$ cat src/rtl/word_assembly_ctrl_pkg.sv
// Shared types and constants for the byte-to-word assembly controller:
// FSM states, Len/OpSel encodings and register function-select codes.
package word_assembly_ctrl_pkg;

  typedef enum logic [1:0] {
    ST_IDLE  = 2'b00,
    ST_FIRST = 2'b01,
    ST_SHIFT = 2'b10,
    ST_DONE  = 2'b11
  } state_e;

  localparam logic [1:0] LEN_1    = 2'b00;
  localparam logic [1:0] LEN_2    = 2'b01;
  localparam logic [1:0] LEN_RSVD = 2'b10;
  localparam logic [1:0] LEN_4    = 2'b11;

  localparam logic [1:0] OP_DEC  = 2'b00;
  localparam logic [1:0] OP_INC  = 2'b01;
  localparam logic [1:0] OP_RSVD = 2'b10;
  localparam logic [1:0] OP_CLR  = 2'b11;

  localparam logic [2:0] FS_DEC   = 3'b000;
  localparam logic [2:0] FS_INC   = 3'b001;
  localparam logic [2:0] FS_LOAD  = 3'b010;
  localparam logic [2:0] FS_CLR   = 3'b011;
  localparam logic [2:0] FS_LOADB = 3'b100;
  localparam logic [2:0] FS_SHB   = 3'b110;

  // Number of bytes to assemble for a Len code; 0 marks the reserved code.
  function automatic logic [2:0] len_to_count(input logic [1:0] len);
    logic [2:0] cnt;
    case (len)
      LEN_1:   cnt = 3'd1;
      LEN_2:   cnt = 3'd2;
      LEN_4:   cnt = 3'd4;
      default: cnt = 3'd0;
    endcase
    return cnt;
  endfunction

endpackage

$ cat src/rtl/word_assembly_ctrl_timeout_counter.sv
// Idle-cycle counter: expired_o is high while the next counted cycle would
// be the TIMEOUT_CYCLES-th consecutive one without a byte.
module timeout_counter #(
  parameter int TIMEOUT_CYCLES = 255
) (
  input  logic Clock,
  input  logic Reset,
  input  logic clr_i,
  input  logic en_i,
  output logic expired_o
);

  localparam int CW = (TIMEOUT_CYCLES < 2) ? 1 : $clog2(TIMEOUT_CYCLES);
  localparam logic [CW-1:0] LAST = CW'(TIMEOUT_CYCLES - 1);

  logic [CW-1:0] count_q;
  logic [CW-1:0] count_d;

  // Next count: clear wins, then saturating increment.
  always_comb begin
    count_d = count_q;
    if (clr_i) begin
      count_d = '0;
    end else if (en_i && (count_q != LAST)) begin
      count_d = count_q + CW'(1);
    end else begin
      count_d = count_q;
    end
  end

  // Count register.
  always_ff @(posedge Clock or negedge Reset) begin
    if (!Reset) begin
      count_q <= '0;
    end else begin
      count_q <= count_d;
    end
  end

  assign expired_o = (count_q == LAST);

endmodule

$ cat src/rtl/word_assembly_ctrl.sv
// Assembles 1/2/4 bytes MSB-first into an external 32-bit register and
// arbitrates a second requester's inc/dec/clear ops while idle.
module word_assembly_ctrl
  import word_assembly_ctrl_pkg::*;
#(
  parameter int TIMEOUT_CYCLES = 255
) (
  input  logic        Clock,
  input  logic        Reset,
  input  logic        Start,
  input  logic [1:0]  Len,
  input  logic        ByteValid,
  input  logic [7:0]  ByteIn,
  output logic        ByteReady,
  input  logic        OpReq,
  input  logic [1:0]  OpSel,
  output logic        OpAck,
  output logic        RegE,
  output logic [2:0]  RegFunSel,
  output logic [31:0] RegI,
  output logic        Busy,
  output logic        Done,
  output logic        Error
);

  state_e      state_q, state_d;
  logic [2:0]  rem_q, rem_d;
  logic        error_q, error_d;

  logic        byte_ready_s;
  logic        op_ack_s;
  logic        reg_e_s;
  logic [2:0]  fun_sel_s;
  logic [31:0] reg_i_s;
  logic        tmo_clr_s;
  logic        tmo_en_s;
  logic        tmo_expired_s;

  timeout_counter #(
    .TIMEOUT_CYCLES (TIMEOUT_CYCLES)
  ) u_timeout (
    .Clock     (Clock),
    .Reset     (Reset),
    .clr_i     (tmo_clr_s),
    .en_i      (tmo_en_s),
    .expired_o (tmo_expired_s)
  );

  // Next-state and combinational register/handshake outputs; all gated by Reset.
  always_comb begin
    state_d      = state_q;
    rem_d        = rem_q;
    error_d      = 1'b0;
    byte_ready_s = 1'b0;
    op_ack_s     = 1'b0;
    reg_e_s      = 1'b0;
    fun_sel_s    = FS_DEC;
    reg_i_s      = 32'd0;
    tmo_clr_s    = 1'b1;
    tmo_en_s     = 1'b0;
    if (Reset) begin
      case (state_q)
        ST_IDLE: begin
          if (Start) begin
            if (Len == LEN_RSVD) begin
              error_d = 1'b1;
            end else begin
              state_d = ST_FIRST;
              rem_d   = len_to_count(Len);
            end
          end else if (OpReq) begin
            op_ack_s = 1'b1;
            case (OpSel)
              OP_DEC: begin
                reg_e_s   = 1'b1;
                fun_sel_s = FS_DEC;
              end
              OP_INC: begin
                reg_e_s   = 1'b1;
                fun_sel_s = FS_INC;
              end
              OP_CLR: begin
                reg_e_s   = 1'b1;
                fun_sel_s = FS_CLR;
              end
              default: begin
                reg_e_s   = 1'b0;
                fun_sel_s = FS_DEC;
              end
            endcase
          end else begin
            op_ack_s = 1'b0;
          end
        end
        ST_FIRST, ST_SHIFT: begin
          byte_ready_s = 1'b1;
          tmo_clr_s    = ByteValid;
          tmo_en_s     = ~ByteValid;
          if (ByteValid) begin
            reg_e_s   = 1'b1;
            fun_sel_s = (state_q == ST_FIRST) ? FS_LOADB : FS_SHB;
            reg_i_s   = {24'd0, ByteIn};
            rem_d     = rem_q - 3'd1;
            state_d   = (rem_q == 3'd1) ? ST_DONE : ST_SHIFT;
          end else if (tmo_expired_s) begin
            // Abort: partial register contents stay as they are.
            state_d = ST_IDLE;
            error_d = 1'b1;
          end else begin
            state_d = state_q;
          end
        end
        ST_DONE: begin
          state_d = ST_IDLE;
        end
        default: begin
          state_d = ST_IDLE;
        end
      endcase
    end else begin
      state_d = ST_IDLE;
    end
  end

  // State, remaining byte count and registered error pulse.
  always_ff @(posedge Clock or negedge Reset) begin
    if (!Reset) begin
      state_q <= ST_IDLE;
      rem_q   <= 3'd0;
      error_q <= 1'b0;
    end else begin
      state_q <= state_d;
      rem_q   <= rem_d;
      error_q <= error_d;
    end
  end

  assign ByteReady = byte_ready_s;
  assign OpAck     = op_ack_s;
  assign RegE      = reg_e_s;
  assign RegFunSel = fun_sel_s;
  assign RegI      = reg_i_s;
  assign Busy      = (state_q != ST_IDLE);
  assign Done      = (state_q == ST_DONE);
  assign Error     = error_q;

endmodule

$ cat config.mk
export PLATFORM = sky130hd
export DESIGN_NAME = word_assembly_ctrl
export DESIGN_NICKNAME = d
export VERILOG_FILES = /design/src/rtl/word_assembly_ctrl_pkg.sv /design/src/rtl/word_assembly_ctrl_timeout_counter.sv /design/src/rtl/word_assembly_ctrl.sv
export SDC_FILE = /design/constraint.sdc
export NUM_CORES = 1
export LEC_CHECK = 0
export ABC_AREA = 0
export CAP_MARGIN = 20
export CORE_MARGIN = 2
export CORE_UTILIZATION = 42
export CTS_CLUSTER_SIZE = 14
export DETAILED_ROUTE_END_ITERATION = 6
export HOLD_SLACK_MARGIN = 0.05
export PLACE_DENSITY = 0.82
export SLEW_MARGIN = 20
export SYNTH_ARGS = -nofsm -noshare
export SYNTH_HDL_FRONTEND = slang
export SYNTH_HIERARCHICAL = 1
export SYNTH_SLANG_ARGS = --single-unit
$ cat constraint.sdc
create_clock -name Clock -period 3.1 [get_ports Clock]
set_input_delay 0.775 -clock Clock [delete_from_list [all_inputs] [get_ports Clock]]
set_output_delay 0.775 -clock Clock [all_outputs]
set_load 0.005 [all_outputs]
==> key figures, run 1 <==
Die
  • Num ports: 58
  • Row cnt: 19
  • Initial Util: 0.448
  • Core area: 2780 um2
  • Die Wd: 58.5 um
  • Die Ht: 58.5 um
  • Die ar.: 3420 um2

Worst setup path
  • Crit-path slowest cell: clkdlybuf4s50_1
  • Slowest stage delay, CP: 0.51 ns
  • CP cell instances: clkdlybuf4s50_1 -> and4b_1 -> o21ai_0 -> a21oi_1 -> clkdlybuf4s50_1
  • Critical Path Start Type: input pin
  • Critical path fanouts, max: 3
  • Worst EP required: 2.32 ns
  • R2R Setup Slk: 1.01 ns
  • Crit end category: output pin
  • CP dominant cell by count: clkdlybuf4s50_1
  • CP arrival: 2.25 ns
  • Critical path class: in2out

Placement
  • Dpl ws: -0.106 ns
  • Dpl cells: 214
  • HPWL Detailed: 2.14 mm
  • Port bufs: 33
  • Gpl congestion: 0.813

Route
  • DR vias/cell: 5.20
  • Post-route DRC violation count: 0
  • Initial DRT Pass Iterations: 4
  • Vias post-DR: 1144
  • WL per Instance: 12.9 um
  • Drt total wl: 2.84 mm
  • Drt initial violations: 47
  • DRT antenna net count: 0

Power
  • Maximum vdd drop: 0.408 mV
  • Power Density: 499 nW/um2
  • Combinational share of power: 0.545
  • Clock power share: 0.167
  • Register share of total power: 0.288
  • Int Pwr: 506 uW
  • Sw Share: 0.372
  • P_leak: 0.000771 uW
  • Net load switching power: 300 uW

CTS
  • Root Buffer: clkbuf_4
  • Reg clk slew, reported paths: 0.09 ns
  • Clock buffer depth: 2
  • CTS HTree Levels: 1
  • Cts bufs inserted: 3
  • Clk sink count: 14
  • TritonCTS clock tree: yes
  • Clk_lat worst skew: 0.28 ns

GRT
  • First-pass GRT wire length: 4.42 mm
  • Largest net degree at the start of global routing: 11
  • GRT Residual Overflow: 0
  • All-Layer GR Usage: 0.171
  • Initial antenna violation count: 0
  • Number of global-route vias before repair: 982

Job
  • Max-Cap Viols: 0

Final layout
  • Commonest cells after routing, fill and taps aside: clkdlybuf4s50_1, conb_1, dfrtp_1, inv_1
  • Area added between synthesis and finish: 29.3%
  • Final std cells w/o fill: 220
  • Most common cell after layout, fill and taps aside: clkdlybuf4s50_1
  • Share of cells above drive strength 1: 0.138
  • Nets: 214
  • Inserted Diodes: 0

Hold path
  • Hold/Removal Path Class: reg2reg

Timing
  • Clock skew: 0.00231 ns
  • Final period util: 0.977
  • Final Hold Vio Count: 0
  • Peak Freq: 330 MHz
  • Final max-slew violation count: 0
  • Post-layout min period: 3.03 ns
  • Setup TNS: 0 ns
  • Worst setup margin: 0.0725 ns
  • RSZ-0062 raised after global routing: no
  • Final setup vio count: 0

Status
  • Outcome: complete, no violations

Yosys
  • Yosys warnings: 6
  • Register area share after synthesis: 0.281
  • Netlist cell types: 43
  • Netlist Area Pre-Place: 1250 um2
  • Synthesis-stage register bit count: 14
  • Post-Syn Instances: 147
  • Mean Syn Cell Area: 8.49 um2
cells in the mapped netlist:
master    count  share of area
mux2_2        1         0.0090
and4_1        4          0.028
a211oi_1      2          0.012
o32ai_1       1         0.0070
o21bai_1      1         0.0060
o311a_1       1         0.0080
buf_4        25           0.15
nand3_1       2         0.0080
nor2b_1       2          0.010
ha_1          7          0.070
dfrtp_1      14           0.28
nor2_1       10          0.030
conb_1        1         0.0030
nand2b_1      3          0.015
nor3_2        1         0.0080
nand2_1       7          0.021
o22ai_1       2          0.010
mux2_4        1          0.012
o21ai_0       4          0.016
a21oi_2       2          0.014
nand4_1       1         0.0050
nand2_2       1         0.0050
o211ai_1      1         0.0060
o31ai_1       2          0.012
o31ai_2       1          0.010
and3_2        1         0.0060
and2_1       10          0.050
nor4_1        1         0.0050
and4b_1       1         0.0080
o21ai_1       1         0.0040
inv_1        13          0.039
nor3_1        4          0.016
a21oi_1       6          0.024
clkbuf_1      1         0.0030
a31oi_1       3          0.015
mux2_1        1         0.0090
a311oi_2      1          0.012
nand4b_1      1         0.0070
buf_6         2          0.018
and3b_1       1         0.0070
and3_1        1         0.0050
or2_4         1         0.0070
o22a_1        1         0.0070
cell families after synthesis:
family                   count (synthesis)  share of synthesized area
AND/OR/NAND/NOR                         52                      0.242
other                                    1                    0.00301
AO/OA/AOI/OAI                           29                      0.163
buffers and inverters                   41                      0.211
flip-flops                              14                      0.281
adder cells (fa/ha/maj)                  7                     0.0702
multiplexers                             3                     0.0301
metal layers:
layer | wire length, um | GRT usage | vias to the layer above | part of all wire
li1 | - | - | 542 | -
met1 | 1100 | 0.193 | 528 | 0.39
met2 | 1410 | 0.302 | 64 | 0.50
met3 | 246 | 0.0440 | 10 | 0.087
met4 | 82 | 0.0764 | 0 | 0.029
met5 | 0 | 0 | - | 0
power groups by stage:
| stage | clock [uW] | sequential [uW] | combinational [uW] |
|---|---|---|---|
| 6_report | 134 | 232 | 439 |
| 5_1_grt | 147 | 235 | 486 |
| 4_1_cts | 137 | 231 | 415 |
| 3_5_place_dp | 0 | 234 | 405 |
| 3_3_place_gp | 0 | 232 | 391 |
| 2_1_floorplan | 0 | 229 | 290 |
timing repair:
item | 4_1_cts | 5_1_grt
endpoints found under the hold margin | 0 | 0
setup endpoints to repair | 10 | 10
pin swaps | 1 | 0
setup buffers | 1 | 1
hold buffers | 0 | 0
gates resized for setup | 4 | 2
state kept, by name (all words and copies together) (netlist names):
name,count
rem_q,3
u_timeout/count_q,8
Error,1
state_q,2
worst max-delay path: cells and delay by family:
kind,cells,cell delay [ns]
and+or+nand+nor,1,0.29
buffers and inverters,2,0.93
AOI/OAI and AO/OA,2,0.25
area by class of cell:
class | count | area (um2)
clock buffer | 4 | 36.3
fill | 247 | 1170
inverter | 13 | 48.8
multi-input combinational | 115 | 733
sequential | 14 | 350
tap | 31 | 38.8
timing repair buffer | 43 | 405
metrics by stage:
stage,hold slack [ns],area [um2],total power [uW],utilization
3_3_place_gp,0.507,1550,622,0.557
6_report,0.544,1610,805,0.580
5_1_grt,0.577,1610,869,0.580
2_1_floorplan,0.479,1330,519,-
3_5_place_dp,0.513,1550,639,0.557
4_1_cts,0.534,1590,783,0.573
path summary, 6_finish.rpt:
path	start	to	depth (start not counted)
setup / recovery	Start	RegE	5
hold / removal	rem_q[2]	rem_q[2]	2
setup reg to reg	state_q[0]	u_timeout/count_q[4]	9
hold reg to reg	rem_q[2]	rem_q[2]	2
max in group asynchronous	Reset	u_timeout/count_q[4]	2
min in group asynchronous	Reset	state_q[0]	2
Power figures use the tool's default switching activity.
==> run 2: changes to the inputs <==
- GPL_TIMING_DRIVEN: default -> 0
- SETUP_SLACK_MARGIN: default -> 0.1
==> key figures, run 2 (synthesis results as in run 1) <==
Status
  • Outcome: complete, no violations (unchanged)

Final layout
  • Area added between synthesis and finish: 40.6% (was 29.3%)
  • Regs by FF count: u_timeout/count_q: 8 flops, rem_q: 3 flops, state_q: 2 flops (unchanged)
  • Commonest cells after routing, fill and taps aside: clkdlybuf4s50_1, buf_4, conb_1, dfrtp_1, inv_1 (was clkdlybuf4s50_1, conb_1, dfrtp_1, inv_1)
  • Fin area: 1750 um2 (was 1610 um2)
  • Most common cell after layout, fill and taps aside: clkdlybuf4s50_1 (unchanged)
  • Nets: 233 (was 214)
  • Max FFs per register: 8 (unchanged)
  • Fillcell total: 235 (was 247)
  • Inserted Diodes: 0 (unchanged)
  • Largest Register: u_timeout/count_q (unchanged)
  • Share of cells above drive strength 1: 0.217 (was 0.138)

Route
  • Drt total wl: 2.51 mm (was 2.84 mm)
  • DRT antenna net count: 0 (unchanged)
  • Initial DRT Pass Iterations: 4 (unchanged)
  • Post-route DRC violation count: 0 (unchanged)
  • Vias post-DR: 1145 (was 1144)
  • Drt initial violations: 25 (was 47)
  • DR vias/cell: 4.81 (was 5.20)
  • WL per Instance: 10.5 um (was 12.9 um)

CTS
  • Reg clk slew, reported paths: 0.08 ns (was 0.09 ns)
  • Root Buffer: clkbuf_4 (unchanged)
  • Cts bufs inserted: 3 (unchanged)
  • Hold buffer count at CTS: 0 (unchanged)
  • Clk_lat worst skew: 0.28 ns (about the same)
  • CTS HTree Levels: 1 (unchanged)
  • Clock buffer depth: 2 (unchanged)
  • TritonCTS clock tree: yes (unchanged)
  • Clk sink count: 14 (unchanged)
  • Post-CTS Setup Inserts: 0 (was 1)

Die
  • Row cnt: 19 (unchanged)
  • Die Wd: 58.5 um (unchanged)
  • Core area: 2780 um2 (unchanged)
  • Die Ht: 58.5 um (unchanged)
  • Die ar.: 3420 um2 (unchanged)
  • Initial Util: 0.448 (unchanged)
  • Num ports: 58 (unchanged)

GRT
  • GRT Residual Overflow: 0 (unchanged)
  • Initial antenna violation count: 0 (unchanged)
  • First-pass GRT wire length: 3.97 mm (was 4.42 mm)
  • All-Layer GR Usage: 0.148 (was 0.171)
  • Largest net degree at the start of global routing: 21 (was 11)
  • Number of global-route vias before repair: 940 (was 982)

Timing
  • Clock skew: 0.00313 ns (was 0.00231 ns)
  • Final Hold Vio Count: 0 (unchanged)
  • Final setup vio count: 0 (unchanged)
  • Final max-slew violation count: 0 (unchanged)
  • Peak Freq: 344 MHz (was 330 MHz)
  • RSZ-0062 raised after global routing: no (unchanged)
  • Final period util: 0.937 (was 0.977)
  • Hold Slack: 0.347 ns (was 0.544 ns)
  • Post-layout min period: 2.90 ns (was 3.03 ns)

Power
  • Sw Share: 0.378 (was 0.372)
  • Net load switching power: 294 uW (was 300 uW)
  • Power Density: 444 nW/um2 (was 499 nW/um2)
  • Clock power share: 0.134 (was 0.167)
  • Int Pwr: 484 uW (was 506 uW)
  • P_leak: 0.000876 uW (was 0.000771 uW)
  • Maximum vdd drop: 0.459 mV (was 0.408 mV)
  • Register share of total power: 0.294 (was 0.288)
  • Combinational share of power: 0.572 (was 0.545)

Worst setup path
  • Largest delay contributor family on the critical path: buffers and inverters (unchanged)
  • Worst EP required: 2.32 ns (about the same)
  • Crit-path slowest cell: clkdlybuf4s50_1 (unchanged)
  • Slowest stage delay, CP: 0.43 ns (was 0.51 ns)
  • Critical path class: reg2out (was in2out)
  • Critical path fanouts, max: 10 (was 3)
  • Crit end category: output pin (unchanged)
  • CP cell instances: inv_1 -> ha_1 -> buf_6 -> and2_4 -> nand2_8 -> clkinvlp_4 -> and2_1 -> clkdlybuf4s50_1 (was clkdlybuf4s50_1 -> and4b_1 -> o21ai_0 -> a21oi_1 -> clkdlybuf4s50_1)
  • CP startpoint: state_q[0] (was Start)
  • CP arrival: 2.13 ns (was 2.25 ns)
  • CP Buf/Inv Count: 4 (was 2)
  • Critical Path Start Type: flip-flop (was input pin)
  • R2R Path Start: state_q[0] (unchanged)

Hold path
  • Hold/Removal Path Class: in2async (was reg2reg)

Job
  • Max-Cap Viols: 0 (unchanged)

Placement
  • HPWL Detailed: 1.97 mm (was 2.14 mm)
  • Placed instance area: 1700 um2 (was 1550 um2)
  • Port bufs: 33 (unchanged)
  • Gpl congestion: 0.878 (was 0.813)
[run 2: changes by cell type in the layout (fill, tap and decap cells not counted), sizes merged]
cell	delta
buf	+18
clkdlybuf4s50	-2
clkinvlp	+1
dlymetal6s2s	+1
[run 2: what timing repair did]
action	in CTS	in global routing
gates cloned	0	1
endpoints found under the setup margin	14	10
gates resized for setup	10	6
pin swaps	0	1
[run 2: area by class of cell]
type	count	area (um2)	share of cell area
Timing Repair inverter	1	7.51	0.00428
Buffer	28	214	0.122
Clock buffer	3	22.5	0.0128
Multi-Input combinational cell	115	739	0.422
Tap cell	31	38.8	0.0221
Timing Repair Buffer	33	330	0.188
Inverter	13	51.3	0.0292
Sequential cell	14	350	0.200
[run 2: power groups by stage]
stage	combinational, uW	sequential [uW]	clock (uW)
6_report	445	229	104
5_1_grt	491	233	114
4_1_cts	427	229	107
3_5_place_dp	425	233	0
3_3_place_gp	420	232	0
2_1_floorplan	290	229	0
[run 2: through the flow]
step	utilization	power [uW]	cells	TNS, ns	worst slack [ns]
floorplan	-	519	170	0	0.933
global placement	0.612	651	234	-8.77	-0.715
detailed placement	0.612	658	234	-8.73	-0.716
CTS	0.619	764	237	0	0.102
global route	0.631	839	238	0	0.0987
finish	0.631	778	238	0	0.196
[run 2: per-layer routing]
metal	up-vias	global-route usage	part of all wire
li1	583	-	-
met1	511	0.186	0.42
met2	47	0.233	0.45
met3	4	0.0505	0.11
met4	0	0.0565	0.0088
met5	-	0	0
[run 2: worst paths after layout]
path,slack [ns],cells after the start,end
max in group asynchronous,2.56,1,rem_q[2]
worst min register to register,0.53,1,rem_q[0]
min in group Clock,0.53,1,rem_q[0]
worst max-delay path,0.20,8,RegI[6]
worst min-delay path,0.35,1,u_timeout/count_q[4]
worst max register to register,1.01,8,u_timeout/count_q[4]
==> run 3: changes to the inputs <==
- CORE_UTILIZATION: 42 -> 41
- PLACE_DENSITY: 0.82 -> 0.8
- clock period: 3.1 -> 3 ns (I/O delays scaled with it)
==> key figures, run 3 (synthesis results as in run 1) <==
Final layout
  • Final std cells w/o fill: 247 (was 238)
  • Nets: 239 (was 233)
  • Regs by FF count: u_timeout/count_q: 8 flops, rem_q: 3 flops, state_q: 2 flops (unchanged)
  • Largest Register: u_timeout/count_q (unchanged)
  • Inserted Diodes: 0 (unchanged)
  • Area added between synthesis and finish: 46.5% (was 40.6%)
  • Most common cell after layout, fill and taps aside: buf_4 (was clkdlybuf4s50_1)
  • Share of cells above drive strength 1: 0.243 (was 0.217)
  • Commonest cells after routing, fill and taps aside: buf_4, conb_1, clkdlybuf4s50_1, dfrtp_1, inv_1 (was clkdlybuf4s50_1, buf_4, conb_1, dfrtp_1, inv_1)
  • Fillcell total: 269 (was 235)
  • Max FFs per register: 8 (unchanged)

Worst setup path
  • CP cell instances: inv_1 -> ha_1 -> buf_6 -> and2_4 -> nand2_8 -> clkinvlp_4 -> buf_4 -> clkdlybuf4s50_1 (was inv_1 -> ha_1 -> buf_6 -> and2_4 -> nand2_8 -> clkinvlp_4 -> and2_1 -> clkdlybuf4s50_1)
  • Slowest stage delay, CP: 0.43 ns (about the same)
  • CP arrival: 2.06 ns (was 2.13 ns)
  • Critical path fanouts, max: 5 (was 10)
  • Critical path class: reg2out (unchanged)
  • Crit end category: output pin (unchanged)
  • Critical Path Start Type: flip-flop (unchanged)
  • Worst EP required: 2.25 ns (was 2.32 ns)
  • Crit-path slowest cell: clkdlybuf4s50_1 (unchanged)

Power
  • Power Density: 484 nW/um2 (was 444 nW/um2)
  • P_leak: 0.00104 uW (was 0.000876 uW)
  • Maximum vdd drop: 0.309 mV (was 0.459 mV)
  • Final total power: 885 uW (was 778 uW)

Timing
  • RSZ-0062 raised after global routing: no (unchanged)
  • Clock skew: 0.00853 ns (was 0.00313 ns)
  • Peak Freq: 356 MHz
  • Post-layout min period: 2.81 ns
  • Final Hold Vio Count: 0 (unchanged)
  • Final period util: 0.937
  • Hold Slack: 0.324 ns (was 0.347 ns)
  • Final setup vio count: 0 (unchanged)
  • Setup TNS: 0 ns (unchanged)
  • Final max-slew violation count: 0 (unchanged)

Die
  • Die Wd: 59.2 um (was 58.5 um)
  • Num ports: 58 (unchanged)
  • Initial Util: 0.419 (was 0.448)
  • Row cnt: 20 (was 19)
  • Die Ht: 59.2 um (was 58.5 um)
  • Core area: 2980 um2 (was 2780 um2)
  • Die ar.: 3500 um2 (was 3420 um2)

CTS
  • Root Buffer: clkbuf_4 (unchanged)
  • Clk sink count: 14 (unchanged)
  • Cts bufs inserted: 3 (unchanged)
  • TritonCTS clock tree: yes (unchanged)
  • Clk_lat worst skew: 0.28 ns (about the same)
  • Clock buffer depth: 2 (unchanged)
  • Reg clk slew, reported paths: 0.09 ns (was 0.08 ns)
  • CTS HTree Levels: 1 (unchanged)

Route
  • Drt initial violations: 32 (was 25)
  • Post-route DRC violation count: 0 (unchanged)
  • Initial DRT Pass Iterations: 4 (unchanged)
  • DR vias/cell: 4.68 (was 4.81)
  • DRT antenna net count: 0 (unchanged)
  • Vias post-DR: 1157 (was 1145)
  • Drt total wl: 2.63 mm (was 2.51 mm)
  • WL per Instance: 10.7 um (was 10.5 um)

Placement
  • HPWL Detailed: 1.95 mm (was 1.97 mm)
  • Gpl congestion: 0.810 (was 0.878)
  • Port bufs: 33 (unchanged)
  • Dpl cells: 236 (was 234)

GRT
  • All-Layer GR Usage: 0.137 (was 0.148)
  • First-pass GRT wire length: 3.77 mm (was 3.97 mm)
  • Number of global-route vias before repair: 926 (was 940)
  • Largest net degree at the start of global routing: 21 (unchanged)
  • Initial antenna violation count: 0 (unchanged)
  • GRT Residual Overflow: 0 (unchanged)

Job
  • Max-Cap Viols: 0 (unchanged)

Hold path
  • Hold/Removal Path Class: in2async (unchanged)

Status
  • Outcome: complete, no violations (unchanged)
==> run 3: final cells by class <==
| cell class | count | area (um2) | share of cell area |
|---|---|---|---|
| multi-input combinational | 115 | 739 | 0.405 |
| timing repair buffer | 39 | 388 | 0.212 |
| sequential | 14 | 350 | 0.192 |
| buffer | 28 | 214 | 0.117 |
| inverter | 13 | 51.3 | 0.0281 |
| tap | 33 | 41.3 | 0.0226 |
| clock buffer | 4 | 36.3 | 0.0198 |
| timing repair inverter | 1 | 7.51 | 0.00411 |
==> run 3: path summary, 6_finish.rpt <==
path                            depth (start not counted)  startpoint  slack (ns)              endpoint
worst min-delay path                                    1       Reset        0.32  u_timeout/count_q[2]
worst min register to register                          2    rem_q[2]        0.54              rem_q[2]
worst max-delay path                                    8  state_q[1]        0.19          RegFunSel[2]
worst max register to register                          9  state_q[1]        0.96  u_timeout/count_q[4]
max in group asynchronous                               1       Reset        2.48  u_timeout/count_q[5]
min in group Clock                                      2    rem_q[2]        0.54              rem_q[2]
==> run 3: report_power, final <==
group          internal (uW)  switching, uW  leakage, uW
Clock                   73.7           59.8    0.0000210
Combinational            277            237     0.000829
Sequential               217           19.9     0.000189
Total                    568            317      0.00104
==> run 3: critical path: cells and delay by family (launching register included) <==
kind,cells,cell delay (ns)
buffers and inverters,5,0.86
and+or+nand+nor,2,0.28
adders and majority gates,1,0.28
DFF,1,0.37
==> run 3: through the flow <==
stage                     worst slack [ns]   util  instance area, um2
after global placement              -0.787  0.573                1710
after CTS                           0.0989  0.587                1750
final                                0.189  0.614                1830
after global routing                0.0679  0.614                1830
after detailed placement            -0.793  0.573                1710
after floorplan                      0.869      -                1330
==> run 3: per-layer routing <==
layer	track usage	vias to the layer above	wire length, um
met5	0	-	0
met4	0.0390	0	6
li1	-	595	-
met2	0.233	54	1300
met3	0.0349	2	290
met1	0.170	506	1040
==> run 3: what timing repair did <==
item	4_1_cts	5_1_grt
setup endpoints to repair	14	10
gates resized for setup	13	11
gates cloned	0	1
hold buffers	0	0
setup buffers	1	5
